### src/rtl/sprite_anim_mapper.sv
// Positioned, scaled, mirrored, animated sprite to sync-ROM address mapper.
// Two-stage pixel pipeline: address/hit, then registered colour.
module sprite_anim_mapper #(
  parameter int SPR_W      = 40,
  parameter int SPR_H      = 66,
  parameter int SCALE_LOG2 = 0,
  parameter int N_FRAMES   = 4,
  parameter int FRAME_DIV  = 6,
  parameter int TRANS_IDX  = 0,
  parameter int ADDR_W     = 15,
  localparam int FW = (N_FRAMES > 1) ? $clog2(N_FRAMES) : 1
) (
  input  logic              vga_clk,
  input  logic              reset,
  input  logic [9:0]        DrawX,
  input  logic [9:0]        DrawY,
  input  logic              blank,
  input  logic [9:0]        pos_x,
  input  logic [9:0]        pos_y,
  input  logic              mirror,
  input  logic              frame_tick,
  input  logic              anim_en,
  input  logic              anim_restart,
  output logic [ADDR_W-1:0] rom_addr,
  input  logic [3:0]        rom_q,
  input  logic [3:0]        pal_red,
  input  logic [3:0]        pal_green,
  input  logic [3:0]        pal_blue,
  output logic [3:0]        red,
  output logic [3:0]        green,
  output logic [3:0]        blue,
  output logic              pixel_on,
  output logic [FW-1:0]     cur_frame
);

  localparam int WS  = SPR_W << SCALE_LOG2;
  localparam int HS  = SPR_H << SCALE_LOG2;
  localparam int FSZ = SPR_W * SPR_H;
  localparam int DW  = (FRAME_DIV > 1) ? $clog2(FRAME_DIV) : 1;

  logic [9:0]    sx_q, sy_q;
  logic          mir_q;
  logic [DW-1:0] div_q, div_d;
  logic [FW-1:0] frame_q, frame_d;
  logic          hit_q, blank_q;
  logic [3:0]    red_q, green_q, blue_q;
  logic          on_q;

  logic [10:0] x11, y11, sx11, sy11;
  logic [10:0] dx, dy, col, row, colm;
  logic        hit, on;

  assign x11  = {1'b0, DrawX};
  assign y11  = {1'b0, DrawY};
  assign sx11 = {1'b0, sx_q};
  assign sy11 = {1'b0, sy_q};

  assign hit = (x11 >= sx11) && (x11 < sx11 + 11'(WS)) &&
               (y11 >= sy11) && (y11 < sy11 + 11'(HS));

  assign dx   = x11 - sx11;
  assign dy   = y11 - sy11;
  assign col  = dx >> SCALE_LOG2;
  assign row  = dy >> SCALE_LOG2;
  assign colm = mir_q ? (11'(SPR_W - 1) - col) : col;

  always_comb begin
    rom_addr = '0;
    if (hit) begin
      rom_addr = ADDR_W'(frame_q) * ADDR_W'(FSZ) +
                 ADDR_W'(row) * ADDR_W'(SPR_W) +
                 ADDR_W'(colm);
    end
  end

  // Restart beats a coincident tick; anim_en gates only the animation.
  always_comb begin
    div_d   = div_q;
    frame_d = frame_q;
    if (anim_restart) begin
      div_d   = '0;
      frame_d = '0;
    end else if (frame_tick && anim_en) begin
      if (div_q == DW'(FRAME_DIV - 1)) begin
        div_d   = '0;
        frame_d = (frame_q == FW'(N_FRAMES - 1)) ? '0 : frame_q + 1'b1;
      end else begin
        div_d = div_q + 1'b1;
      end
    end
  end

  assign on = hit_q & blank_q & (rom_q != 4'(TRANS_IDX));

  always_ff @(posedge vga_clk or posedge reset) begin
    if (reset) begin
      sx_q    <= '0;
      sy_q    <= '0;
      mir_q   <= 1'b0;
      div_q   <= '0;
      frame_q <= '0;
      hit_q   <= 1'b0;
      blank_q <= 1'b0;
      on_q    <= 1'b0;
      red_q   <= '0;
      green_q <= '0;
      blue_q  <= '0;
    end else begin
      if (frame_tick) begin
        sx_q  <= pos_x;
        sy_q  <= pos_y;
        mir_q <= mirror;
      end
      div_q   <= div_d;
      frame_q <= frame_d;
      hit_q   <= hit;
      blank_q <= blank;
      on_q    <= on;
      red_q   <= on ? pal_red   : 4'd0;
      green_q <= on ? pal_green : 4'd0;
      blue_q  <= on ? pal_blue  : 4'd0;
    end
  end

  assign red       = red_q;
  assign green     = green_q;
  assign blue      = blue_q;
  assign pixel_on  = on_q;
  assign cur_frame = frame_q;

endmodule
### config.mk
export PLATFORM = sky130hd
export DESIGN_NAME = sprite_anim_mapper
export DESIGN_NICKNAME = d
export VERILOG_FILES = /design/src/rtl/sprite_anim_mapper.sv
export SDC_FILE = /design/constraint.sdc
export NUM_CORES = 1
export LEC_CHECK = 0
export ABC_CLOCK_PERIOD_IN_PS = 6800
export BUFFER_PORTS_ARGS = -buffer_cell sky130_fd_sc_hd__clkbuf_2
export CAP_MARGIN = 20
export CORE_ASPECT_RATIO = 1.1
export CORE_MARGIN = 3
export CORE_UTILIZATION = 30
export CTS_CLUSTER_SIZE = 20
export DETAILED_ROUTE_END_ITERATION = 7
export SLEW_MARGIN = 20
export SYNTH_ARGS = -nofsm -noshare
export SYNTH_HDL_FRONTEND = slang
export SYNTH_SLANG_ARGS = --single-unit
### constraint.sdc
create_clock -name vga_clk -period 6.8 [get_ports vga_clk]
set_input_delay 0.68 -clock vga_clk [delete_from_list [all_inputs] [get_ports vga_clk]]
set_output_delay 0.68 -clock vga_clk [all_outputs]
set_load 0.005 [all_outputs]
After elaboration in Yosys (flattened, before gate mapping):

Index checks and enable logic that the tools add are counted.

* add/subtract/negate cells: 9
* multipliers: 2
* divide/modulo/power cells: 0
* $lt $le $gt $ge: 4
* equality and inequality tests: 2
* shift-type cells: 0
* muxes and demuxes: 12
* bitwise operators: 2
* reductions and logical operators: 8

Operators by type and width (number)
* $lt A10 B11 Y1: 2
* $sub A10 B10 Y11: 2
* $ge A10 B10 Y1: 2
* $add A14 B15 Y15: 1
* $add A15 B11 Y15: 1
* $mux W15: 1
* $mul A11 B3 Y12 const B: 1
* $mux W4: 3
* $add A10 B6 Y11 const B: 1
* $add A10 B7 Y11 const B: 1
* $mux W11: 1
* $sub A6 B11 Y11 const A: 1
* $mul A2 B8 Y10 const B: 1
* $mux W3: 3
* $mux W2: 4
* $logic_and A1 B1 Y1: 4
* $reduce_bool A2 Y1: 2
* $reduce_bool A4 Y1: 1
* $add A3 B1 Y3 const B: 1
* $eq A3 B3 Y1 const B: 1
* $add A2 B1 Y2 const B: 1
* $and A1 B1 Y1: 2
* $eq A2 B2 Y1 const B: 1
* $reduce_and A2 Y1: 1

* register bits after elaboration: 41
* bits in latches: 0
* RAM bits: 0
* bits in read-only memories: 0
* output and inout bits: 30
* memories kept: 0

Depth between registers and ports, before layout:

Gate-level depths: netlist of run 1.

* word-level depth: 6
* depth in mapped cells: 23
* depth with buffers taken out: 23

Least setup slack after synthesis of run 1:

Ideal clock, no wire load.

* kind: in2out
* start: input DrawY[0]
* end: output rom_addr[13]
* data arrival time: 4682 ps
* required time: 6120 ps
* slack: 1438 ps
* stages: 23
* buffers on the path: 0
* cell sequence: inv_1 > ha_1 > inv_1 > fa_1 > a21o_1 > a21oi_1 > o21bai_1 > a21oi_1 > xnor2_1 > ha_1 > ha_1 > o21ai_0 > nand2b_1 > xnor2_1 > fa_1 > inv_1 > ha_1 > nor3_1 > o211ai_1 > a31o_2 > a21oi_1 > xor2_1 > nor2_1

* word-level cells in the longest chain between the ends: 5
* elaborated cells between the ends (all ways): 9
* those cells by class: add/sub (3); mul (1); order compare (2); mux (1); reduce/logical (2)

RTL lines
* start: declaration: RTL line 16 `input logic [9:0] DrawY,`
* $sub A10 B10 Y11: RTL line 62 `assign dy = y11 - sy11;`
* $mul A11 B3 Y12: RTL line 71 `ADDR_W'(row) * ADDR_W'(SPR_W) +`
* $add A14 B15 Y15: RTL line 70 `rom_addr = ADDR_W'(frame_q) * ADDR_W'(FSZ) +`
* $add A15 B11 Y15: RTL line 71
* $mux W15 (*): RTL line 69 `if (hit) begin`
* end: declaration: RTL line 24 `output logic [ADDR_W-1:0] rom_addr,`

Every way passes the cells marked *; elsewhere a longest branch is shown, timed or not.

Final worst setup path of run 1:

Same ends and word-level chain as after synthesis.

==> results of run 1 <==
## worst max-delay path, stage by stage
cell and delay [ps]:
clkbuf_2 80, inv_1 50, ha_1 150, inv_1 60
fa_1 400, a21o_1 170, a21oi_1 230, o21bai_1 100
a21oi_1 230, xnor2_1 190, ha_1 270, ha_1 340
o21ai_0 120, nand2b_1 100, xnor2_1 140, fa_1 480
inv_1 40, ha_1 200, nor3_1 270, o211ai_1 180
a31o_2 280, a21oi_1 160, xor2_1 160, nor2_1 60
clkbuf_2 140
## logic make-up after synthesis
kind of cell	Yosys count	share of synthesized area
AOI/OAI and AO/OA	118	0.1744
adders and majority gates	81	0.2555
DFF	41	0.2408
buffers and inverters	64	0.05874
xor gates and xnor gates	51	0.1098
muxes	5	0.01263
and+or+nand+nor	132	0.1480
## layout by cell type (no fill, tap or decap), types with 9 or more instances in the layout
master    count
a21o_1        9
a21oi_1      29
and2_1       13
clkbuf_2     92
dfrtp_1      41
fa_1         10
ha_1         71
inv_1        53
nand2_1      39
nor2_1       40
nor3_1       10
o21ai_0      44
xnor2_1      35
xor2_1       14
## power by group through the flow
stage	Clock (mW)	Sequential, mW	Combinational [mW]
floorplan	0	0.272	0.969
global placement	0	0.275	1.19
detailed placement	0	0.276	1.21
CTS	0.283	0.271	1.22
global route	0.291	0.273	1.39
finish	0.270	0.271	1.20
## final cells by class
class	count	area, µm²
flip-flops and latches	41	1026
clock inverters	3	46.29
clock buffers	5	125.1
repair buffers	93	467.9
fillers	1473	8767
inverters	53	198.9
multi-input cells	387	2984
well taps	188	235.2
## sequential cells by signal, summed over array words and instances, names as in the netlist, 2 cells and up
register and count:
div_q 3, sx_q 10, green 4, red 4, blue 4, cur_frame 2
sy_q 10
## how the worst max path moves through the flow
stage                        start      endpoint  slack [ps]  cells past startpoint
after floorplan           DrawY[0]  rom_addr[13]        1440                     23
after global placement    DrawY[0]  rom_addr[13]         970                     25
after detailed placement  DrawY[0]  rom_addr[13]         880                     25
after CTS                 DrawY[0]  rom_addr[13]         870                     25
after global routing      DrawY[0]  rom_addr[13]         520                     25
final                     DrawY[0]  rom_addr[13]         840                     25
## metrics by stage
| stage | cell area, µm² | std cells |
|---|---|---|
| final | 5084 | 770 |
| after global routing | 5084 | 770 |
| after CTS | 5084 | 770 |
| after detailed placement | 4912 | 762 |
| after global placement | 4912 | 762 |
| after floorplan | 4260 | 492 |
## metal layers
metal,GRT usage,vias up,part of all wire
met5,0,-,0
met4,0.02089,0,0.0083
met3,0.01894,9,0.037
met2,0.2184,62,0.49
met1,0.1649,1637,0.47
li1,-,1869,-
==> impl_metrics.csv, run 1 <==
group,metric,value,unit
synthesis,synth_edf_count,0,
sta,setup_tns,0,ps
power_and_ir_drop,pwr-share-seq,0.156,
final_layout,final_util,0.3670,
clock_network,postCtsHoldBufs,0,
grt,grt_pass1_wl,16240,µm
setup_path,worstRegToRegCells,10,
final_layout,diodes,0,
power_and_ir_drop,peakVddDrop,179.8,µV
route,avgViaCountPerCell,4.645,
clock_network,clk_pin_slew_worst_paths,60,ps
synthesis,synth_async_sr_flop_share,1.000,
power_and_ir_drop,powerDensity,342.0,nW/µm²
grt,grt_pass1_vias,3504,
status,status,"finished clean",
synthesis,ys_ff_latch,41,
power_and_ir_drop,power_leakage,2.582,nW
die,fp.dieH,131.0,µm
route,drt_iter0_drc,130,
grt,grt_max_degree,42,
setup_path,cp.required,6120,ps
setup_path,start_kind,"input pin",
synthesis,synth_cell_types,51,
synthesis,synthCells,492,
clock_network,tritoncts,"yes",
setup_path,worst_r2r_startpoint,"sy_q[1]$_DFFE_PP0P_",
power_and_ir_drop,switching_share,0.4352,
synthesis,syn_avg_cell_area,8.659,µm²
setup_path,r2r-end,"hit_q$_DFF_PP0_",
route,drt-pass1-iter-count,4,
flow_run,max_cap_viol_count,0,
clock_network,cts.sinks,41,
sta,whs,499.5,ps
die,initial_core_util,0.3076,
synthesis,ys_seq_area_frac,0.2408,
sta,max_slew_margin,0.5165,
sta,worst_slew_pin_slew,723.2,ps
sta,grt_setup_unrepaired,"false",
synthesis,ys.flop_type,"dfrtp_1",
clock_network,cts_resized,0,
synthesis,syn-num-nets,636,
power_and_ir_drop,power.total,1.739,mW
clock_network,post-cts-setup-buffers,0,
clock_network,clock_latency,280,ps
die,die_x,119.6,µm
clock_network,h-tree-depth,2,
synthesis,synthTopCellsByArea,"dfrtp_1, ha_1, xnor2_1, o21ai_0, fa_1",
die,rows,45,
power_and_ir_drop,power.internal,0.9819,mW
worst_hold_path,hold_path.class,"in2async",
sta,period_share,0.8769,
setup_path,critPathMaxFanout,3,
route,via_count,3577,
synthesis,synth_top_cell_by_area,"dfrtp_1",
clock_network,cts_made_buffers,5,
sta,clock_skew,3.380,ps
setup_path,arrival,5280,ps
final_layout,area_growth,19.32,%
clock_network,clockBufferDepth,2,
sta,finalHoldViolations,0,
synthesis,netlist_area,4260,µm²
power_and_ir_drop,combinationalPowerShare,0.689,
sta,setup-violations-final,0,
setup_path,r2r_setup_slack,3830,ps
setup_path,crit_type,"in2out",
power_and_ir_drop,p_switching,0.7566,mW
grt,grt_overflow,0,
power_and_ir_drop,p_clk_frac,0.155,
route,post-route-drc-count,0,
synthesis,yosys_warnings,0,
sta,fmax,0.1677,GHz
synthesis,yosysMostFrequentCell,"ha_1",
setup_path,cp-end-kind,"primary output",
place,numPortBuffers,92,
final_layout,drive_gt1_frac,0.1959,
die,core,13850,µm²
sta,finalCriticalPeriod,5963,ps
die,num_io_pins,93,
sta,worst_slack,837.0,ps
clock_network,clock-root-buffer,"clkbuf_16",
route,wl_per_cell,12.60,µm
die,die_area,15670,µm²
sta,slew_violations,0,
route,wl,9705,µm
grt,antenna_found_initial,0,
route,postRouteAntennaNets,0,
synthesis,yosys-top-cells-count,"ha_1, inv_1, o21ai_0",
grt,grtUsageTotal,0.1241,
place,dp_hpwl,8322,µm
synthesis,synth_top_area_frac,0.2408,
place,gp_congestion,0.8338,
final_layout,nets,725,
place,pre_cts_slack,882.3,ps
No activity file was read; power rests on OpenSTA's default activity.
==> inputs of run 2 (changes only) <==
--- a/config.mk
+++ b/config.mk
@@ -6,13 +6,15 @@
 export NUM_CORES = 1
 export LEC_CHECK = 0
 export ABC_CLOCK_PERIOD_IN_PS = 6800
-export BUFFER_PORTS_ARGS = -buffer_cell sky130_fd_sc_hd__clkbuf_2
 export CAP_MARGIN = 20
 export CORE_ASPECT_RATIO = 1.1
 export CORE_MARGIN = 3
 export CORE_UTILIZATION = 30
 export CTS_CLUSTER_SIZE = 20
 export DETAILED_ROUTE_END_ITERATION = 7
+export DONT_BUFFER_PORTS = 1
+export MAX_ROUTING_LAYER = met4
+export RECOVER_POWER = 50
 export SLEW_MARGIN = 20
 export SYNTH_ARGS = -nofsm -noshare
 export SYNTH_HDL_FRONTEND = slang
==> impl_metrics.csv, run 2 (same netlist as run 1, synthesis figures left out) <==
group,metric,value,unit
sta,setup-violations-final,0,
clock_network,clk_pin_slew_worst_paths,60,ps
sta,setup_tns,0,ps
grt,grtUsageTotal,0.1271,
clock_network,clock_latency,290,ps
sta,slew_violations,42,
die,die_x,119.6,µm
setup_path,cp-end-kind,"primary output",
route,drt-pass1-iter-count,4,
die,rows,45,
worst_hold_path,hold_path.class,"in2reg",
final_layout,top_regs,"sx_q (10), sy_q (10)",
die,core,13850,µm²
final_layout,nets,633,
route,postRouteAntennaNets,0,
route,post-route-drc-count,0,
power_and_ir_drop,powerDensity,372.1,nW/µm²
clock_network,h-tree-depth,2,
sta,period_share,0.8481,
sta,finalCriticalPeriod,5767,ps
place,numPortBuffers,0,
clock_network,cts.sinks,41,
clock_network,cts_made_buffers,5,
final_layout,drive_gt1_frac,0.04286,
power_and_ir_drop,power.total,1.718,mW
die,die_area,15670,µm²
setup_path,worst_r2r_startpoint,"sy_q[3]$_DFFE_PP0P_",
final_layout,area_growth,8.370,%
worst_hold_path,hold_end,"blank_q$_DFF_PP0_",
clock_network,cts_resized,0,
place,gp_congestion,0.8672,
clock_network,postCtsHoldBufs,0,
final_layout,diodes,0,
sta,grt_setup_unrepaired,"false",
status,status,"finished, violations left",
die,initial_core_util,0.3076,
route,wl_per_cell,14.39,µm
clock_network,clockBufferDepth,2,
setup_path,critPathMaxFanout,3,
setup_path,start_kind,"input pin",
power_and_ir_drop,peakVddDrop,183.9,µV
setup_path,cp.required,6120,ps
grt,antenna_found_initial,0,
grt,grt_pass1_wl,15860,µm
sta,finalHoldViolations,0,
die,fp.dieH,131.0,µm
power_and_ir_drop,power_leakage,2.186,nW
final_layout,final_cells,678,
setup_path,arrival,5090,ps
route,via_count,3254,
clock_network,tritoncts,"yes",
setup_path,worstRegToRegCells,10,
setup_path,cp_slowest_cell,"fa_1",
sta,max_slew_margin,-0.4965,
setup_path,cpMostUsedCell,"ha_1",
worst_hold_path,min-delay-start,"blank",
setup_path,critical_path_depth,23,
grt,grt_max_degree,42,
final_layout,final_common_cell,"ha_1",
sta,worst_slew_pin_slew,2245,ps
place,dp_hpwl,8308,µm
grt,grt_pass1_vias,3304,
route,wl,9756,µm
setup_path,slowest_delay,480,ps
clock_network,post-cts-setup-buffers,0,
setup_path,crit_family,"adder cells",
setup_path,crit_type,"in2out",
grt,grt_overflow,0,
final_layout,layout_common_cells,"ha_1, inv_1, o21ai_0",
sta,fmax,0.1734,GHz
place,placed_cells,670,
final_layout,nFillCells,1487,
clock_network,clock-root-buffer,"clkbuf_16",
setup_path,path_buf_inv,3,
setup_path,crit_chain,"inv_1 -> ha_1 -> inv_1 -> fa_1 -> a21o_1 -> a21oi_1 -> o21bai_1 -> a21oi_1 -> xnor2_1 -> ha_1 -> ha_1 -> o21ai_0 -> nand2b_1 -> xnor2_1 -> fa_1 -> inv_1 -> ha_1 -> nor3_1 -> o211ai_1 -> a31o_2 -> a21oi_1 -> xor2_1 -> nor2_1",
flow_run,max_cap_viol_count,1,
worst_hold_path,worstHoldPathCells,0,
route,avgViaCountPerCell,4.799,
setup_path,r2r_setup_slack,3550,ps
sta,clock_skew,5.005,ps
die,num_io_pins,93,
status,violations,"max-capacitance violations, max-slew violations",
route,drt_iter0_drc,131,
setup_path,r2r-end,"hit_q$_DFF_PP0_",
==> run 2: changes by cell type in the layout (fill, tap and decap cells not counted), sizes merged <==
cell / before / now
inv: 53 / 54
clkinvlp: 1 / 0
clkbuf: 97 / 6
buf: 1 / 0
==> run 2: power breakdown <==
part | leakage (nW) | switching (mW) | internal (mW)
clock | 0.0842 | 0.100 | 0.174
combinational | 1.57 | 0.642 | 0.529
sequential | 0.529 | 0.0130 | 0.259
==> run 2: how the worst max path moves through the flow <==
| stage | from | to |
|---|---|---|
| after floorplan | DrawY[0] | rom_addr[13] |
| after global placement | DrawY[0] | rom_addr[13] |
| after detailed placement | DrawY[0] | rom_addr[14] |
| after CTS | DrawY[0] | rom_addr[14] |
| after global routing | DrawY[0] | rom_addr[13] |
| final | DrawY[0] | rom_addr[13] |
==> run 2: per-layer routing <==
layer / wire, µm / track usage / vias to the layer above
li1: - / - / 1691
met1: 4506 / 0.1609 / 1492
met2: 4709 / 0.2168 / 65
met3: 467 / 0.02325 / 6
met4: 72 / 0.02224 / 0
met5: 0 / - / -
==> run 2: through the flow <==
| stage | worst slack, ps | hold slack [ps] | area (µm²) | util |
|---|---|---|---|---|
| 2_1_floorplan | 1438 | 484.9 | 4260 | - |
| 3_3_place_gp | 1168 | 499.3 | 4452 | 0.3214 |
| 3_5_place_dp | 1025 | 503.4 | 4452 | 0.3214 |
| 4_1_cts | 1041 | 410.2 | 4621 | 0.3336 |
| 5_1_grt | 731.2 | 406.1 | 4617 | 0.3333 |
| 6_report | 1033 | 420.9 | 4617 | 0.3333 |
==> run 2: final cells by class <==
| type | instances | area (µm²) | share of cell area |
|---|---|---|---|
| clock inverter | 3 | 43.79 | 0.009485 |
| timing repair buffer | 1 | 3.754 | 0.0008130 |
| clock buffer | 5 | 125.1 | 0.02710 |
| tap | 188 | 235.2 | 0.05095 |
| inverter | 53 | 198.9 | 0.04309 |
| multi-input combinational | 387 | 2984 | 0.6463 |
| sequential | 41 | 1026 | 0.2222 |
==> inputs of run 3 (changes only) <==
--- a/config.mk
+++ b/config.mk
@@ -5,7 +5,8 @@
 export SDC_FILE = /design/constraint.sdc
 export NUM_CORES = 1
 export LEC_CHECK = 0
-export ABC_CLOCK_PERIOD_IN_PS = 6800
+export ABC_AREA = 1
+export ABC_CLOCK_PERIOD_IN_PS = 5030
 export CAP_MARGIN = 20
 export CORE_ASPECT_RATIO = 1.1
 export CORE_MARGIN = 3
==> constraint.sdc (replaced) <==
create_clock -name vga_clk -period 5.03 [get_ports vga_clk]
set_input_delay 0.503 -clock vga_clk [delete_from_list [all_inputs] [get_ports vga_clk]]
set_output_delay 0.503 -clock vga_clk [all_outputs]
set_load 0.005 [all_outputs]
==> impl_metrics.csv, run 3 <==
group,metric,value,unit
synthesis,yosysMostFrequentCell,"nand2_1",
setup_path,worstRegToRegCells,12,
clock_network,clockBufferDepth,2,
synthesis,synth_top_cell_by_area,"dfrtp_1",
synthesis,netlist_area,4607,µm²
sta,finalCriticalPeriod,4883,ps
synthesis,ys.flop_type,"dfrtp_1",
setup_path,path_buf_inv,4,
setup_path,crit_chain,"ha_4 -> inv_2 -> fa_2 -> nand3_2 -> nand2_4 -> a21boi_4 -> xnor2_2 -> ha_1 -> ha_4 -> a21oi_2 -> o21ai_2 -> buf_6 -> xnor2_4 -> fa_1 -> inv_2 -> ha_4 -> inv_4 -> nor4_4 -> nand3_1 -> nand4_1 -> xor2_1 -> nor2_2",
die,rows,46,
grt,grtUsageTotal,0.1354,
die,initial_core_util,0.3127,
sta,setup-violations-final,0,
setup_path,cp_slowest_cell,"fa_1",
synthesis,syn_avg_cell_area,7.383,µm²
power_and_ir_drop,p_switching,1.821,mW
worst_hold_path,hold_path.class,"in2reg",
die,die_x,124.2,µm
route,drt_iter0_drc,177,
power_and_ir_drop,power.internal,1.874,mW
clock_network,cts.sinks,41,
status,status,"finished, violations left",
setup_path,crit_type,"reg2out",
final_layout,fin_area,5518,µm²
sta,grt_setup_unrepaired,"true",
setup_path,cp.required,4530,ps
place,dp_hpwl,9138,µm
route,wl,10990,µm
status,violations,"max-capacitance violations, max-slew violations",
setup_path,crit_family,"adder cells",
grt,grt_pass1_wl,17710,µm
synthesis,syn-num-nets,768,
route,post-route-drc-count,0,
synthesis,synth_cell_types,36,
setup_path,arrival,4380,ps
die,fp.dieH,136.0,µm
worst_hold_path,min-delay-start,"blank",
route,drt-pass1-iter-count,4,
clock_network,tritoncts,"yes",
setup_path,critical_path_depth,22,
synthesis,yosys_warnings,0,
setup_path,crit_path_start,"sy_q[0]$_DFFE_PP0P_",
route,wl_per_cell,13.02,µm
final_layout,area_growth,19.77,%
final_layout,diodes,0,
final_layout,final_common_cell,"nand2_1",
power_and_ir_drop,power_leakage,2.753,nW
power_and_ir_drop,switching_share,0.4930,
die,core,14730,µm²
sta,worst_slew_pin_slew,2196,ps
synthesis,synth_top_area_frac,0.2227,
sta,max_slew_margin,-0.4637,
route,avgViaCountPerCell,4.717,
clock_network,cts_made_buffers,5,
route,postRouteAntennaNets,0,
synthesis,synthCells,624,
setup_path,start_kind,"flip-flop",
sta,period_share,0.9708,
final_layout,final_util,0.3745,
final_layout,drive_gt1_frac,0.1718,
clock_network,clock-root-buffer,"clkbuf_16",
power_and_ir_drop,power.total,3.695,mW
synthesis,ys_ff_latch,41,
power_and_ir_drop,peakVddDrop,413.2,µV
grt,grt_max_degree,42,
setup_path,critPathMaxFanout,4,
power_and_ir_drop,pwr-share-seq,0.105,
setup_path,cpMostUsedCell,"ha_4",
grt,antenna_found_initial,0,
synthesis,ys_seq_area_frac,0.2227,
sta,slew_violations,42,
power_and_ir_drop,p_clk_frac,0.101,
power_and_ir_drop,powerDensity,669.6,nW/µm²
final_layout,layout_common_cells,"nand2_1, inv_1, ha_1",
place,numPortBuffers,0,
die,die_area,16880,µm²
clock_network,clock_latency,280,ps
die,num_io_pins,93,
setup_path,slowest_delay,520,ps
synthesis,synthTopCellsByArea,"dfrtp_1, ha_1, nand2_1, inv_1, xor2_1",
flow_run,max_cap_viol_count,1,
grt,grt_overflow,0,
sta,finalHoldViolations,0,
final_layout,top_regs,"sx_q (10), sy_q (10)",
place,gp_congestion,0.8814,
setup_path,worst_r2r_startpoint,"sy_q[1]$_DFFE_PP0P_",
synthesis,synth_edf_count,0,
synthesis,synth_async_sr_flop_share,1.000,
setup_path,cp-end-kind,"primary output",
sta,clock_skew,2.466,ps
clock_network,h-tree-depth,2,
sta,fmax,0.2048,GHz
final_layout,nets,795,
route,via_count,3981,
clock_network,clk_pin_slew_worst_paths,60,ps
grt,grt_pass1_vias,3819,
worst_hold_path,worstHoldPathCells,0,
place,place_area,4955,µm²
power_and_ir_drop,combinationalPowerShare,0.795,
synthesis,yosys-top-cells-count,"nand2_1, inv_1, ha_1",
run 3: cell count changes in the layout (fill, tap and decap cells not counted), sizes merged, moves of 6 or more:
cell / previous run / this run
nor2: 40 / 62
xor2: 14 / 24
xnor2: 36 / 13
nand3: 3 / 29
nand2: 39 / 134
and2: 13 / 0
a21o: 9 / 3
inv: 54 / 109
buf: 0 / 26
o21ai: 45 / 37
nand4: 5 / 16
nand2b: 6 / 0
run 3: metal layers:
metal / track usage / vias up / wire length [µm]
met1: 0.1728 / 1794 / 4843
met3: 0.03121 / 24 / 606
met4: 0.03530 / 0 / 241
met5: - / - / 0
li1: - / 2078 / -
met2: 0.2163 / 85 / 5300
run 3: final timing paths:
path / to / slack (ps)
hold / removal: blank_q$_DFF_PP0_ / 250
setup / recovery: rom_addr[13] / 150
setup reg to reg: hit_q$_DFF_PP0_ / 2520
max in group asynchronous: sx_q[1]$_DFFE_PP0P_ / 2870
min in group asynchronous: blank_q$_DFF_PP0_ / 900
hold reg to reg: pixel_on$_DFF_PP0_ / 500
run 3: through the flow:
step	cells	worst slack [ps]	hold slack, ps	setup TNS (ps)
after floorplan	624	87.33	471.5	0
after global placement	829	-96.37	487.5	-183.2
after detailed placement	829	-166.8	499.2	-318.9
after CTS	839	3.896	234.5	0
after global routing	844	-106.5	224.1	-140.0
final	844	146.7	246.2	0
run 3: repair_timing:
action | 4_1_cts | 5_1_grt
setup endpoints to repair | 3 | 6
setup buffers | 2 | 5
pin swaps | 9 | 31
gates resized for setup | 14 | 55
hold buffers | 0 | 0
run 3: kinds of logic (layout without fill, tap and decap cells):
logic type	Yosys count	count (layout)	synth area share
fa+ha+maj	81	81	0.2363
compound gates	89	89	0.1065
flops	41	41	0.2227
simple gates	256	256	0.2596
xor+xnor	37	37	0.07034
buf+inv	118	146	0.09967
mux	2	2	0.004888
run 3: layout make-up:
cell class,count,area [µm²]
timing repair buffer,27,202.7
tap,192,240.2
inverter,111,421.7
multi-input combinational,465,3460
sequential,41,1026
clock inverter,2,38.79
clock buffer,6,128.9
fill,1554,9216
run 3: power by group through the flow:
stage          Clock, mW  Combinational [mW]  Sequential (mW)
4_1_cts            0.384                2.41            0.385
3_5_place_dp           0                2.31            0.392
3_3_place_gp           0                2.31            0.391
6_report           0.372                2.94            0.386
2_1_floorplan          0                1.69            0.384
5_1_grt            0.398                3.28            0.391
